[src/rtl/brush_painter.sv]
// rtl/brush_painter.sv - paint command expander driving single-pixel writes into the pixel store
module brush_painter #(
    parameter int         COORD_BITS  = 7,
    parameter int         HOLD_CYCLES = 2,
    parameter logic [2:0] ERASE_COLOR = 3'b000
) (
    input  logic       clk,
    input  logic       reset,
    input  logic       cmdValid,
    output logic       cmdReady,
    input  logic [7:0] cmdX,
    input  logic [7:0] cmdY,
    input  logic [2:0] cmdColor,
    input  logic [1:0] cmdSize,
    input  logic       cmdClear,
    output logic [7:0] wx,
    output logic [7:0] wy,
    output logic [2:0] newColor,
    output logic       brush,
    output logic       busy
);

    localparam int PW = (HOLD_CYCLES > 1) ? $clog2(HOLD_CYCLES) : 1;
    localparam int AW = 2 * COORD_BITS;

    typedef enum logic [1:0] {
        IDLE  = 2'd0,
        PAINT = 2'd1,
        CLEAR = 2'd2
    } state_t;

    state_t        state_q;
    logic [7:0]    org_x_q;
    logic [7:0]    org_y_q;
    logic [2:0]    color_q;
    logic [1:0]    size_q;
    logic [1:0]    dx_q;
    logic [1:0]    dy_q;
    logic [AW-1:0] addr_q;
    logic [PW-1:0] phase_q;
    logic [7:0]    wx_q;
    logic [7:0]    wy_q;
    logic [2:0]    new_color_q;
    logic          brush_q;

    logic [1:0]    dx_d;
    logic [1:0]    dy_d;
    logic [AW-1:0] addr_d;
    logic          hold_done;
    logic          last_pixel;
    logic          last_addr;
    logic [8:0]    sum_x;
    logic [8:0]    sum_y;
    logic          sum_in_canvas;
    logic          start_in_canvas;
    logic [7:0]    sum_wx;
    logic [7:0]    sum_wy;
    logic [7:0]    start_wx;
    logic [7:0]    start_wy;
    logic [7:0]    addr_wx;
    logic [7:0]    addr_wy;

    // Next raster offset (dx fastest) and the 9-bit target it lands on; the
    // bits above the canvas width decide clipping, the low bits go out as-is.
    always_comb begin
        hold_done  = (phase_q == PW'(HOLD_CYCLES - 1));
        last_pixel = (dx_q == size_q) && (dy_q == size_q);
        last_addr  = &addr_q;
        addr_d     = addr_q + AW'(1);
        dx_d       = dx_q + 2'd1;
        dy_d       = dy_q;
        if (dx_q == size_q) begin
            dx_d = 2'd0;
            dy_d = dy_q + 2'd1;
        end
        sum_x = {1'b0, org_x_q} + {7'd0, dx_d};
        sum_y = {1'b0, org_y_q} + {7'd0, dy_d};
        sum_in_canvas   = ((sum_x >> COORD_BITS) == 9'd0) && ((sum_y >> COORD_BITS) == 9'd0);
        start_in_canvas = (({1'b0, cmdX} >> COORD_BITS) == 9'd0) &&
                          (({1'b0, cmdY} >> COORD_BITS) == 9'd0);
        sum_wx   = 8'(sum_x[COORD_BITS-1:0]);
        sum_wy   = 8'(sum_y[COORD_BITS-1:0]);
        start_wx = 8'(cmdX[COORD_BITS-1:0]);
        start_wy = 8'(cmdY[COORD_BITS-1:0]);
        addr_wx  = 8'(addr_d[COORD_BITS-1:0]);
        addr_wy  = 8'(addr_d[AW-1:COORD_BITS]);
    end

    always_ff @(posedge clk or negedge reset) begin
        if (!reset) begin
            state_q     <= IDLE;
            org_x_q     <= 8'd0;
            org_y_q     <= 8'd0;
            color_q     <= 3'd0;
            size_q      <= 2'd0;
            dx_q        <= 2'd0;
            dy_q        <= 2'd0;
            addr_q      <= '0;
            phase_q     <= '0;
            wx_q        <= 8'd0;
            wy_q        <= 8'd0;
            new_color_q <= 3'd0;
            brush_q     <= 1'b0;
        end else begin
            case (state_q)
                IDLE: begin
                    brush_q <= 1'b0;
                    if (cmdValid) begin
                        org_x_q <= cmdX;
                        org_y_q <= cmdY;
                        color_q <= cmdColor;
                        size_q  <= cmdSize;
                        dx_q    <= 2'd0;
                        dy_q    <= 2'd0;
                        addr_q  <= '0;
                        phase_q <= '0;
                        if (cmdClear) begin
                            state_q     <= CLEAR;
                            wx_q        <= 8'd0;
                            wy_q        <= 8'd0;
                            new_color_q <= ERASE_COLOR;
                            brush_q     <= 1'b1;
                        end else begin
                            state_q     <= PAINT;
                            wx_q        <= start_wx;
                            wy_q        <= start_wy;
                            new_color_q <= cmdColor;
                            brush_q     <= start_in_canvas;
                        end
                    end
                end
                PAINT: begin
                    if (!hold_done) begin
                        phase_q <= phase_q + PW'(1);
                    end else begin
                        phase_q <= '0;
                        if (last_pixel) begin
                            state_q <= IDLE;
                            brush_q <= 1'b0;
                            dx_q    <= 2'd0;
                            dy_q    <= 2'd0;
                        end else begin
                            dx_q        <= dx_d;
                            dy_q        <= dy_d;
                            wx_q        <= sum_wx;
                            wy_q        <= sum_wy;
                            new_color_q <= color_q;
                            brush_q     <= sum_in_canvas;
                        end
                    end
                end
                CLEAR: begin
                    if (!hold_done) begin
                        phase_q <= phase_q + PW'(1);
                    end else begin
                        phase_q <= '0;
                        if (last_addr) begin
                            state_q <= IDLE;
                            brush_q <= 1'b0;
                            addr_q  <= '0;
                        end else begin
                            addr_q      <= addr_d;
                            wx_q        <= addr_wx;
                            wy_q        <= addr_wy;
                            new_color_q <= ERASE_COLOR;
                            brush_q     <= 1'b1;
                        end
                    end
                end
                default: begin
                    state_q <= IDLE;
                    brush_q <= 1'b0;
                    phase_q <= '0;
                end
            endcase
        end
    end

    assign cmdReady = (state_q == IDLE);
    assign busy     = (state_q != IDLE);
    assign wx       = wx_q;
    assign wy       = wy_q;
    assign newColor = new_color_q;
    assign brush    = brush_q;

endmodule
[config.mk]
export PLATFORM = sky130hd
export DESIGN_NAME = brush_painter
export DESIGN_NICKNAME = d
export VERILOG_FILES = /design/src/rtl/brush_painter.sv
export SDC_FILE = /design/constraint.sdc
export NUM_CORES = 1
export LEC_CHECK = 0
export CAP_MARGIN = 15
export CORE_MARGIN = 2
export CORE_UTILIZATION = 24
export CTS_CLUSTER_DIAMETER = 30
export DETAILED_ROUTE_END_ITERATION = 6
export GPL_ROUTABILITY_DRIVEN = 1
export GPL_TIMING_DRIVEN = 0
export SYNTH_ARGS = -nofsm -noshare
export SYNTH_HDL_FRONTEND = slang
export SYNTH_SLANG_ARGS = --single-unit
[constraint.sdc]
create_clock -name clk -period 2.65 [get_ports clk]
set_input_delay 0.53 -clock clk [delete_from_list [all_inputs] [get_ports clk]]
set_output_delay 0.53 -clock clk [all_outputs]
set_load 0.005 [all_outputs]
==> results of run 1 <==
[flip-flops by register name, indices dropped and copies added, names as in the netlist, 2 cells and up]
register	cells
wy	7
addr_q	14
size_q	2
wx	7
org_x_q	8
newColor	3
state_q	2
org_y_q	8
dx_q	2
dy_q	2
color_q	3
[final cells by class]
type | instances | area share
Tap cell | 188 | 0.04947
Sequential cell | 60 | 0.3161
Buffer | 18 | 0.02158
Clock buffer | 11 | 0.05105
Clock inverter | 5 | 0.01579
Multi-Input combinational cell | 267 | 0.4318
Inverter | 13 | 0.01026
Timing Repair Buffer | 51 | 0.1039
[cell usage in the layout (no fill, tap or decap), drive strengths merged, types with 9 or more instances in the layout]
cell type and count:
nand3 16, xnor2 15, nand2 27, a22o 11, inv 13, buf 18, clkdlybuf4s50 43, clkbuf 19
nor2 16, o21ai 26, mux2 34, ha 9, a21oi 18, dfrtp 60
[cell families after synthesis]
logic type	count (synthesis)	synth area share
other	1	0.001031
adders and majority gates	11	0.04195
AOI/OAI and AO/OA	99	0.1902
buffers and inverters	31	0.04161
and+or+nand+nor	96	0.1400
xor gates and xnor gates	22	0.05296
muxes	37	0.1197
DFF	60	0.4127
[metrics by stage]
stage,instances,hold slack (ps),util
final,613,269.1,0.3163
after global routing,613,351.8,0.3163
after CTS,606,314.3,0.3094
after detailed placement,590,496.7,0.2871
after global placement,590,488.8,0.2872
after floorplan,358,234.4,-
[per-layer routing]
| metal | vias up | global-route usage |
|---|---|---|
| met5 | - | 0 |
| met4 | 0 | 0.03103 |
| met3 | 12 | 0.03476 |
| met2 | 112 | 0.2071 |
| met1 | 1502 | 0.1840 |
| li1 | 1453 | - |
[power by group through the flow]
stage	Combinational (W)	Clock [W]	Sequential [W]
6_report	0.00284	0.00127	0.00155
5_1_grt	0.00308	0.00133	0.00160
4_1_cts	0.00271	0.00129	0.00153
3_5_place_dp	0.00267	0	0.00154
3_3_place_gp	0.00262	0	0.00153
2_1_floorplan	0.00182	0	0.00147
[how the worst max path moves through the flow]
stage                     cells after the start       from   endpoint  slack, ps
after floorplan                              11    dx_q[0]      wx[4]        180
after global placement                        1      reset  addr_q[9]      -1000
after detailed placement                     11    dx_q[0]      wy[5]       -240
after CTS                                    11    dx_q[0]      wy[5]        -20
after global routing                         11    dx_q[0]      wy[4]        -30
final                                        11  size_q[0]      wx[4]         70
[timing repair]
item | 4_1_cts | 5_1_grt
buffers inserted | 0 | 7
pin swaps | 1 | 5
gates resized for setup | 4 | 10
gates cloned | 0 | 0
setup endpoints to repair | 9 | 9
==> flow_summary.json, run 1 <==
{
  "outcome": "complete, no violations",
  "syn_inst": 357,
  "syn_avg_cell_area_um2": 10.19,
  "crit_required_ps": 2860,
  "met3_length_um": 639,
  "root_buffer": "clkbuf_16",
  "seq_area_frac_synth": 0.4127,
  "nets": 456,
  "clk_pin_slew_ps": 50,
  "first_global_vias": 3078,
  "synthTopCellsByCount": "dfrtp_1, mux2_2, nand2_1",
  "gp_routability_congestion": 0.8564,
  "synth_top_area_frac": 0.4127,
  "grt_pass1_wl_mm": 16.99,
  "grt-ovfl-total": 0,
  "period_needed_ps": 2576,
  "ys.flop_type": "dfrtp_1",
  "slowest_stage": "dfrtp_1",
  "maxSlewViolCount": 0,
  "crit_family": "adder cells",
  "ant_nets": 0,
  "clkLatencyLatePin_ps": 330,
  "drc_errors": 0,
  "fin_skew_ps": 6.278,
  "clk_path_buf_depth": 2,
  "wl_per_cell_um": 17.01,
  "core_area_um2": 15030,
  "clock_power_share": 0.224,
  "rr_worst_depth": 11,
  "via_count": 3079,
  "worstReg2RegStart": "size_q[0]",
  "regArea_um2": 1503,
  "p_int_w": 0.003479,
  "cts_max_level": 3,
  "die_h_um": 127.1,
  "cts_tree": "built",
  "drive_gt1_frac": 0.1953,
  "top_layer_used": "met4",
  "grt_max_degree": 61,
  "setup_slack_ps": 74.21,
  "r2r_setup_slack_ps": 70,
  "critPathMaxFanout": 5,
  "crit_path_max_incr_delay_ps": 440,
  "hpwl_mm": 7.619,
  "pre_cts_ws_ps": -235.2,
  "pwr-share-comb": 0.502,
  "nFillCells": 1516,
  "syn2layout_area_growth_pct": 30.67,
  "max_freq_mhz": 388.2,
  "io_buffer_count": 44,
  "yosysUniqueCellTypes": 58,
  "crit_chain": "xor2_2 -> nor2_4 -> buf_6 -> nor2_1 -> ha_2 -> fa_2 -> nand3_4 -> xnor2_1 -> a22o_1 -> a22o_1 -> mux2_4",
  "async_flop_share": 1.000,
  "power_density_nw_per_um2": 1190,
  "syn_area_um2": 3638,
  "clock-sinks": 60,
  "pwr-share-seq": 0.274,
  "cts_made_buffers": 9,
  "multi_input_area_um2": 2053,
  "start_util": 0.2420,
  "hold_class": "in -> async",
  "synth_top_cell_by_area": "dfrtp_1",
  "reg2reg_to": "wx[4]",
  "ctsHoldBuffers": 0,
  "setup_viol": 0,
  "drt-total-wl_mm": 10.43,
  "swShare": 0.3854,
  "synth.ff_latch_count": 60,
  "die_x_um": 127.1,
  "ir_worst_vdd_uv": 596.0,
  "dr_wl_met2_mm": 4.858,
  "path_class": "reg -> reg",
  "worst-path-buf-inv": 1,
  "cp.arrival_ps": 2790,
  "end_kind": "flip-flop",
  "yosysWarnings": 0,
  "synth_enable_flop_cells": 0,
  "diodes": 0,
  "synth_area_leaders": "dfrtp_1, mux2_2, xnor2_1",
  "p_total_w": 0.005660,
  "power.switching_w": 0.002182,
  "worst_pin_slew_ps": 810.6,
  "fp-row-count": 45,
  "relSlewSlack": 0.4456,
  "yosysMostFrequentCell": "dfrtp_1",
  "cap_violations": 0,
  "fin_crit_sh": 0.9720,
  "routed_via_density": 5.023,
  "leakage_nw": 1.881,
  "tns_ps": 0,
  "post-route-cell-area_um2": 4755,
  "wl_met1_mm": 4.784,
  "dr.pass1.iters": 4,
  "antenna_found_initial": 0,
  "place_area_um2": 4315,
  "critPathMostFrequentCell": "a22o_1",
  "io_pins": 47,
  "finalHoldViolations": 0,
  "drt_iter0_markers": 176,
  "dieArea_um2": 16160,
  "grt_usage": 0.1324,
  "cp-start-kind": "flip-flop"
}
Power figures use the tool's default switching activity.
==> run 2: changes to the inputs <==
--- a/config.mk
+++ b/config.mk
@@ -12,6 +12,7 @@
 export DETAILED_ROUTE_END_ITERATION = 6
 export GPL_ROUTABILITY_DRIVEN = 1
 export GPL_TIMING_DRIVEN = 0
+export MAX_ROUTING_LAYER = met4
 export SYNTH_ARGS = -nofsm -noshare
 export SYNTH_HDL_FRONTEND = slang
 export SYNTH_SLANG_ARGS = --single-unit
==> flow_summary.json, run 2 (synthesized netlist as in run 1, its figures left out) <==
{
  "nFillCells": 1513,
  "grt_pass1_wl_mm": 16.60,
  "mostFrequentLayoutCells": "dfrtp_1, clkdlybuf4s50_1, mux2_2, nand2_1, o21ai_0",
  "grt-ovfl-total": 0,
  "pwr-share-comb": 0.509,
  "fin_skew_ps": 6.025,
  "first_global_vias": 3048,
  "finalHoldViolations": 0,
  "cap_violations": 0,
  "drc_errors": 0,
  "fin_crit_sh": 0.9583,
  "layout_commonest_cell": "dfrtp_1",
  "antenna_found_initial": 0,
  "largest_reg_flops": 14,
  "clk_pin_slew_ps": 50,
  "gp_routability_congestion": 0.8260,
  "relSlewSlack": 0.4765,
  "die_x_um": 127.1,
  "io_pins": 47,
  "routed_via_density": 5.021,
  "crit_required_ps": 2860,
  "max_freq_mhz": 393.8,
  "dieArea_um2": 16160,
  "worst_pin_slew_ps": 765.5,
  "clk_path_buf_depth": 2,
  "power.switching_w": 0.002158,
  "fp-row-count": 45,
  "cp.arrival_ps": 2750,
  "root_buffer": "clkbuf_16",
  "maxSlewViolCount": 0,
  "path_class": "reg -> reg",
  "p_total_w": 0.005499,
  "leakage_nw": 1.852,
  "grt_usage": 0.1346,
  "cts_tree": "built",
  "clock_power_share": 0.211,
  "reg_top3": "addr_q x14, org_x_q x8, org_y_q x8",
  "hold_class": "in -> async",
  "pre_cts_ws_ps": -181.3,
  "cp-start-kind": "flip-flop",
  "period_needed_ps": 2539,
  "cts_made_buffers": 9,
  "syn2layout_area_growth_pct": 29.57,
  "crit_chain": "buf_6 -> xor2_2 -> nor2_2 -> buf_4 -> nand2_2 -> xnor2_4 -> ha_4 -> a21o_1 -> nand4_1 -> xor2_1 -> o221ai_1 -> mux2_2",
  "drt_iter0_markers": 152,
  "nets": 453,
  "clock-sinks": 60,
  "critPathMaxFanout": 8,
  "power_density_nw_per_um2": 1167,
  "end_kind": "flip-flop",
  "wl_per_cell_um": 17.22,
  "ir_worst_vdd_uv": 587.7,
  "start_util": 0.2420,
  "worst-path-buf-inv": 2,
  "dr.pass1.iters": 4,
  "outcome": "complete, no violations",
  "pwr-share-seq": 0.280,
  "p_int_w": 0.003341,
  "hpwl_mm": 7.777,
  "regMostFlops": "addr_q",
  "die_h_um": 127.1,
  "core_area_um2": 15030,
  "ant_nets": 0,
  "cts_max_level": 3,
  "setup_slack_ps": 110.6,
  "crit_family": "XOR/XNOR gates",
  "rsz0062_at_grt": "true",
  "grt_max_degree": 35,
  "io_buffer_count": 44,
  "drt-total-wl_mm": 10.49,
  "slowest_stage": "dfrtp_1",
  "via_count": 3058,
  "diodes": 0,
  "clkLatencyLatePin_ps": 320,
  "drive_gt1_frac": 0.1971,
  "setup_viol": 0,
  "crit_path_max_incr_delay_ps": 380,
  "swShare": 0.3925
}
run 2: cell types whose count changed in the layout (fill, tap and decap cells not counted), sizes merged:
cell      previous run  this run
buf                 18        15
bufinv               2         1
clkbuf              19        18
clkinvlp             0         1
run 2: cell type report:
cell class | count | area (µm²) | share of cell area
plain buffers | 18 | 103.9 | 0.02203
clock buffers | 10 | 239.0 | 0.05069
repair buffers | 48 | 478.0 | 0.1014
flip-flops and latches | 60 | 1503 | 0.3187
well taps | 188 | 235.2 | 0.04989
multi-input cells | 267 | 2054 | 0.4358
clock inverters | 5 | 52.55 | 0.01115
inverters | 13 | 48.80 | 0.01035
run 2: final timing paths:
kind	startpoint	endpoint	slack (ps)	cells after the start
worst max-delay path	dx_q[0]	wy[5]	110	12
worst min-delay path	reset	wy[0]	230	1
worst max register to register	dx_q[0]	wy[5]	110	12
worst min register to register	color_q[2]	color_q[2]	510	1
max in group asynchronous	reset	addr_q[12]	1810	2
min in group clk	color_q[2]	color_q[2]	510	1
run 2: per-layer routing:
layer,wire length (µm),vias up,GRT usage,part of all wire
met5,0,-,-,0
met1,5031,1506,0.1862,0.48
met2,4695,90,0.1967,0.45
met4,310,0,0.04460,0.030
li1,-,1441,-,-
met3,450,21,0.02848,0.043
run 2: repair_timing:
action                                  in CTS  in global routing
endpoints found under the setup margin       7                 12
setup buffers                                1                  2
hold buffers                                 0                  0
gates resized for setup                      2                 15
pin swaps                                    1                  3
run 2: power by group through the flow:
stage,clock network (W),registers (W),logic [W]
CTS,0.00117,0.00153,0.00270
finish,0.00116,0.00154,0.00280
global route,0.00123,0.00159,0.00304
detailed placement,0,0.00154,0.00267
global placement,0,0.00153,0.00261
floorplan,0,0.00147,0.00182
run 2: through the flow:
stage / utilization / area [µm²] / hold WS [ps] / instances / TNS (ps)
CTS: 0.3088 / 4642 / 250.2 / 607 / 0
global route: 0.3136 / 4715 / 276.0 / 609 / -18.21
global placement: 0.2872 / 4318 / 488.8 / 590 / -59260
finish: 0.3136 / 4715 / 227.7 / 609 / 0
floorplan: - / 3642 / 234.4 / 358 / 0
detailed placement: 0.2882 / 4333 / 496.0 / 591 / -830.9
==> run 3: changes to the inputs <==
--- a/config.mk
+++ b/config.mk
@@ -8,7 +8,6 @@
 export CAP_MARGIN = 15
 export CORE_MARGIN = 2
 export CORE_UTILIZATION = 24
-export CTS_CLUSTER_DIAMETER = 30
 export DETAILED_ROUTE_END_ITERATION = 6
 export GPL_ROUTABILITY_DRIVEN = 1
 export GPL_TIMING_DRIVEN = 0
==> results of run 3 <==
Same layout as run 2: the final DEF is identical, and so are final timing and power.
==> patch 1, RTL diff (settings of run 1) <==
The 3 states of `state_t` get a one-hot encoding in 3 bits.
--- a/src/rtl/brush_painter.sv
+++ b/src/rtl/brush_painter.sv
@@ -23,10 +23,10 @@
     localparam int PW = (HOLD_CYCLES > 1) ? $clog2(HOLD_CYCLES) : 1;
     localparam int AW = 2 * COORD_BITS;
 
-    typedef enum logic [1:0] {
-        IDLE  = 2'd0,
-        PAINT = 2'd1,
-        CLEAR = 2'd2
+    typedef enum logic [2:0] {
+        IDLE  = 3'b001,
+        PAINT = 3'b010,
+        CLEAR = 3'b100
     } state_t;
 
     state_t        state_q;
Check against the original RTL: same outputs for any inputs over 10 cycles, from zero or initial values and one cycle with reset low; not proved beyond that.
==> patch 1 against run 1 <==
The flow now finishes with violations (negative setup slack). Total power decreased by 16%. Combinational power is 28% lower. Sequential cell count up 1. Setup slack got worse by 0.27 ns. Non-clock buffer count rose by 20. Wire length decreased by 4.1%. Cell count down 0.82%. Clock power shrank 6%. Final area is 2.2% higher. Area after synthesis decreased by 3.2%. Die area shrank 3.1%. Fmax decreased by 9.6%.
==> patch 1: results (changes against run 1) <==
* Total track usage at 12.6% (-0.63 points)
* Highest routed layer: met4
* Final WL at 10,000 µm (-4.1%)
* Maximum resistive drop on vdd at 0.367 mV (-38%)
* Half-perimeter wire length after detailed placement at 7010 µm (-8.0%)
* Synth top cells by count: dfrtp_1 (60), mux2_2 (26), nand2_1 (23), inv_1 (20), o21ai_0 (19)
* Clock insertion delay at the later pin of the skew report at 0.33 ns (about the same)
* Wire length of the first global-routing pass at 15,700 µm (-7.8%)
* Slowest stage cell on the critical path: dfrtp_1
* Top Family by Delay on Critical Path: buffers and inverters
* Proportion of synthesized flip-flops having asynchronous set or reset at 100% (unchanged)
* Leading registers by flop count: addr_q x14, org_x_q x8, org_y_q x8
* Leakage Power at 0.00206 µW (+9.4%)
* Avg Vias per Cell at 4.85 (-3.4%)
* Arrival time worst endpoint at 3.10 ns (+0.31 ns)
* Least setup slack across all paths after layout at -0.200 ns (-0.274 ns)
* Start of the worst register-to-register path: size_q[0]$_DFFE_PN0P_
* Antenna violations before repair at 0 (unchanged)
* Clock skew at 0.00619 ns (-0.0000887 ns)
* Mean instance size in the synthesized netlist at 10.5 µm² (+2.6%)
* Port Buf Inserts at 44 (unchanged)
* Number of CTS-inserted buffers at 9 (unchanged)
* Reg clk slew, reported paths at 0.05 ns (about the same)
* Violated checks: negative setup slack
* Cells taking the most area after synthesis: dfrtp_1 (43%), mux2_2 (8.3%), xnor2_1 (3.7%), mux2i_1 (2.8%), o21ai_0 (2.7%)
* Crit-path max FO at 4 (-1)
* Total met2 wirelength after detailed routing at 5240 µm (+7.8%)
* Number of antenna diodes at 0 (unchanged)
* WL per Instance at 16.4 µm (-3.3%)
* Number of warnings issued by yosys at 0 (unchanged)
* Met3 wirelength from detailed routing at 460 µm (-28%)
* Number of global-route vias before repair at 3,094 (+0.52%)
* Headroom to the max-slew limit at 52.3% (+7.7 points)
* Router iterations before antenna repair at 5 (+1)
* Fraction of final layout cells with drive strength greater than 1 at 27.1% (+7.6 points)
* Post-Route M1 WL at 3960 µm (-17%)
* Cell total after placement at 567 (-3.9%)
* Buffer depth of the longest clock path at 2 (unchanged)
* Worst reg2reg endpoint: dy_q[1]$_DFFE_PN0P_
* Hold/Removal Path Class: in2async
* Run status: finished, violations left
* Critical path's largest stage delay at approximately 0.43 ns
* Final weighted congestion of routability-driven global placement at 0.836 (-2.4%)
* NumNets Final at 451 (-1.1%)
* Maximum number of pins on one net before global-route repair at 32 (-48%)
* Worst Reg-to-Reg Cells at 18 (+7)
* Root buffer cell: clkbuf_16
* Starting DRC count in detailed routing at 299 (+70%)
* Fraction of the yosys area taken by sequential cells at 43.4% (+2.1 points)
* Unique masters post-synth at 58 (unchanged)
* Setup violations, final at 3 (+3)
* CTS HTree Levels at 3 (unchanged)
[patch 1: changes by cell type after synthesis, sizes merged, moves of 6 or more]
cell,run 1,this run
mux2,34,28
inv,13,20
a222oi,0,8
o21ai,26,20
mux2i,3,10
a21oi,18,6
[patch 1: cell type report]
type,count,area [µm²]
Sequential cell,61,1530
Buffer,18,98.8
Inverter,20,75.1
Multi-Input combinational cell,238,1950
Timing Repair Buffer,71,662
Clock inverter,4,45.0
Clock buffer,12,267
Tap cell,184,230
Fill cell,1453,9570
[patch 1: how the worst max path moves through the flow]
stage	cells past startpoint	from	endpoint	slack (ns)
floorplan	11	dx_q[0]$_DFFE_PN0P_	wy[6]$_DFFE_PN0P_	-0.1
global placement	1	reset	wy[5]$_DFFE_PN0P_	-0.96
detailed placement	11	dx_q[0]$_DFFE_PN0P_	wy[6]$_DFFE_PN0P_	-0.45
CTS	10	dx_q[0]$_DFFE_PN0P_	wy[6]$_DFFE_PN0P_	-0.11
global route	18	size_q[0]$_DFFE_PN0P_	dy_q[1]$_DFFE_PN0P_	-0.26
finish	18	size_q[0]$_DFFE_PN0P_	dy_q[1]$_DFFE_PN0P_	-0.20
[patch 1: report_power, final]
group | leakage (µW) | total (µW) | internal, µW | switching, µW
combinational | 0.00112 | 2040 | 1110 | 936
clock | 0.000158 | 1200 | 798 | 405
sequential | 0.000781 | 1510 | 1250 | 260
total | 0.00206 | 4760 | 3160 | 1600
[patch 1: kinds of logic after synthesis]
family / synth area share, %
simple gates: 15.1
compound gates: 15.3
flops: 43.4
buf+inv: 5.08
mux: 12.0
xor+xnor: 6.21
fa+ha+maj: 2.91
other cells: 0.106
[patch 1: repair_timing]
| action | in CTS | in global routing |
|---|---|---|
| pin swaps | 8 | 9 |
| endpoints found under the hold margin | 0 | 0 |
| setup endpoints to repair | 6 | 8 |
| hold buffers | 0 | 0 |
| buffers inserted | 21 | 5 |
| gates resized for setup | 7 | 20 |
| gates cloned | 0 | 0 |
[patch 1: per-layer routing]
metal  GRT usage (%)  up-vias
met5               0        -
met4            6.01        0
met3            3.34       23
met2            21.8       81
met1            14.5     1455
li1                -     1391
[patch 1: stage by stage]
| step | cell area [µm²] | setup WS, ns | hold slack, ns | TNS, ns | power [µW] |
|---|---|---|---|---|---|
| finish | 4860 | -0.200 | 0.256 | -0.458 | 4760 |
| global route | 4860 | -0.255 | 0.327 | -0.736 | 5020 |
| CTS | 4720 | -0.106 | 0.282 | -0.195 | 4550 |
| detailed placement | 4230 | -0.447 | 0.498 | -0.697 | 3240 |
| global placement | 4210 | -0.963 | 0.490 | -58.39 | 3180 |
| floorplan | 3540 | -0.0981 | 0.234 | -0.0981 | 2560 |
==> patch 2, RTL diff (settings of run 1) <==
Made on the original files. `HOLD_CYCLES`: 2 -> 1.
--- a/src/rtl/brush_painter.sv
+++ b/src/rtl/brush_painter.sv
@@ -1,7 +1,7 @@
 // rtl/brush_painter.sv - paint command expander driving single-pixel writes into the pixel store
 module brush_painter #(
     parameter int         COORD_BITS  = 7,
-    parameter int         HOLD_CYCLES = 2,
+    parameter int         HOLD_CYCLES = 1,
     parameter logic [2:0] ERASE_COLOR = 3'b000
 ) (
     input  logic       clk,
Formal check against the unedited RTL: not equivalent (Yosys sat finds a counterexample within 4 cycles, from zero or initial values and one cycle with reset low).
==> patch 2 against run 1 <==
Utilization rose by 1.4 points. Sequential cell count fell by 1. Area after synthesis decreased by 5.7%. Total power fell by 5.6%. Final area decreased by 3.2%. Setup slack got worse by 0.037 ns. Critical endpoint is now wy[4]$_DFFE_PN0P_. Wire length shrank 8.9%. Non-clock buffer count up 3. Combinational power is 11% lower. Critical path type unchanged. Cell count is 4.6% lower.
==> patch 2: results (changes against run 1) <==
* Final WL at 9500 µm (-8.9%)
* Slowest stage cell on the critical path: dfrtp_1
* Number of CTS-inserted buffers at 9 (unchanged)
* Maximum number of pins on one net before global-route repair at 37 (-39%)
* Hold/Removal Path Class: in2async
* Fillers at 1,393 (-8.1%)
* Antenna violations before repair at 0 (unchanged)
* Number of antenna diodes at 0 (unchanged)
* Top Family by Delay on Critical Path: adder cells
* Fraction of the yosys area taken by sequential cells at 43.0% (+1.8 points)
* Half-perimeter wire length after detailed placement at 6850 µm (-10%)
* Slew at the pin closest to its max-slew limit at 0.688 ns (-0.122 ns)
* Cells taking the most area after synthesis: dfrtp_1 (43%), mux2_2 (9.2%), nand2_1 (3.5%), o21ai_0 (3.4%), ha_1 (3.3%)
* Post CTS Setup Buffer Count at 8 (+8)
* Final Instance Count excl. Fillers at 585 (-4.6%)
* Total of cells resized after clock tree synthesis at 12 (+8)
* Critical path's largest stage delay at 0.38 ns (-0.06 ns)
* Unique masters post-synth at 55 (-5.2%)
* Number of warnings issued by yosys at 0 (unchanged)
* Total cell area at the placement stage at 4120 µm² (-4.6%)
* Buffer depth of the longest clock path at 2 (unchanged)
* Multiplexer share of the synthesized area at 13.1% (+1.2 points)
* Clock skew at 0.00543 ns (-0.000843 ns)
* Compound-gate portion of the synthesized area at 14.8% (-4.2 points)
* Maximum resistive drop on vdd at 0.320 mV (-46%)
* Mean instance size in the synthesized netlist at 10.3 µm² (+0.82%)
* Root buffer cell: clkbuf_16
* Vias at 2,825 (-8.2%)
* Xor and xnor area share after synthesis at 5.87% (+0.57 points)
* Starting DRC count in detailed routing at 259 (+47%)
* Router iterations before antenna repair at 5 (+1)
* Core region area at 13,900 µm² (-7.3%)
* Cell total after placement at 560 (-5.1%)
* Post-synthesis adder-cell area fraction at 4.45% (+0.25 points)
* Run status: completed
* Final weighted congestion of routability-driven global placement at 0.842 (-1.7%)
* Wire length of the first global-routing pass at 14,800 µm (-13%)
* Proportion of synthesized flip-flops having asynchronous set or reset at 100% (unchanged)
* Port Buf Inserts at 44 (unchanged)
* Crit-path max FO at 3 (-2)
* Clock insertion delay at the later pin of the skew report at 0.33 ns (about the same)
* Number of global-route vias before repair at 2,774 (-9.9%)
* Arrival time worst endpoint at 2.83 ns (+0.04 ns)
* Reg clk slew, reported paths at 0.05 ns (about the same)
* Fraction of final layout cells with drive strength greater than 1 at 22.0% (+2.4 points)
* Total track usage at 13.0% (-0.26 points)
* Leading registers by flop count: addr_q x14, org_x_q x8, org_y_q x8
* Minimum setup slack after placement at -0.502 ns (-0.266 ns)
* Synth top cells by count: dfrtp_1 (59), nand2_1 (32), mux2_2 (28), o21ai_0 (23)
* NumNets Final at 436 (-4.4%)
* CTS HTree Levels at 3 (unchanged)
* Leakage Power at 0.00193 µW (+2.5%)
patch 2: cell types whose count changed after synthesis, moves of 4 or more:
cell / run 1 / this run
a211oi_1: 6 / 0
a22oi_1: 5 / 1
xnor2_1: 15 / 11
nand3_1: 16 / 10
a222oi_1: 0 / 4
xor2_1: 7 / 12
nor3_1: 7 / 13
nand2_1: 27 / 32
a21oi_1: 18 / 9
patch 2: path summary, 6_finish.rpt:
kind	start	to	slack, ns	cells past startpoint
max	dx_q[1]$_DFFE_PN0P_	wy[4]$_DFFE_PN0P_	0.04	12
min	reset	size_q[1]$_DFFE_PN0P_	0.21	1
max reg2reg	dx_q[1]$_DFFE_PN0P_	wy[4]$_DFFE_PN0P_	0.04	12
min reg2reg	color_q[0]$_DFFE_PN0P_	color_q[0]$_DFFE_PN0P_	0.51	1
max in group asynchronous	reset	newColor[1]$_DFFE_PN0P_	1.84	2
min in group clk	color_q[0]$_DFFE_PN0P_	color_q[0]$_DFFE_PN0P_	0.51	1
patch 2: power by group:
group,leakage [µW],switching (µW),internal [µW]
Sequential,0.000757,283,1240
Combinational,0.00102,1270,1280
Clock,0.000155,426,847
patch 2: metal layers:
metal | wire (µm) | up-vias | GRT usage (%)
li1 | - | 1338 | -
met1 | 4390 | 1396 | 16.7
met2 | 4490 | 75 | 20.7
met3 | 407 | 16 | 3.30
met4 | 211 | 0 | 5.40
met5 | 0 | - | 0
patch 2: cell type report:
class / instances / area [µm²] / share of cell area, %
timing repair buffer: 55 / 531 / 11.5
inverter: 14 / 52.6 / 1.14
clock buffer: 10 / 239 / 5.19
clock inverter: 6 / 88.8 / 1.93
multi-input combinational: 244 / 1900 / 41.4
tap: 180 / 225 / 4.90
buffer: 17 / 82.6 / 1.79
sequential: 59 / 1480 / 32.1
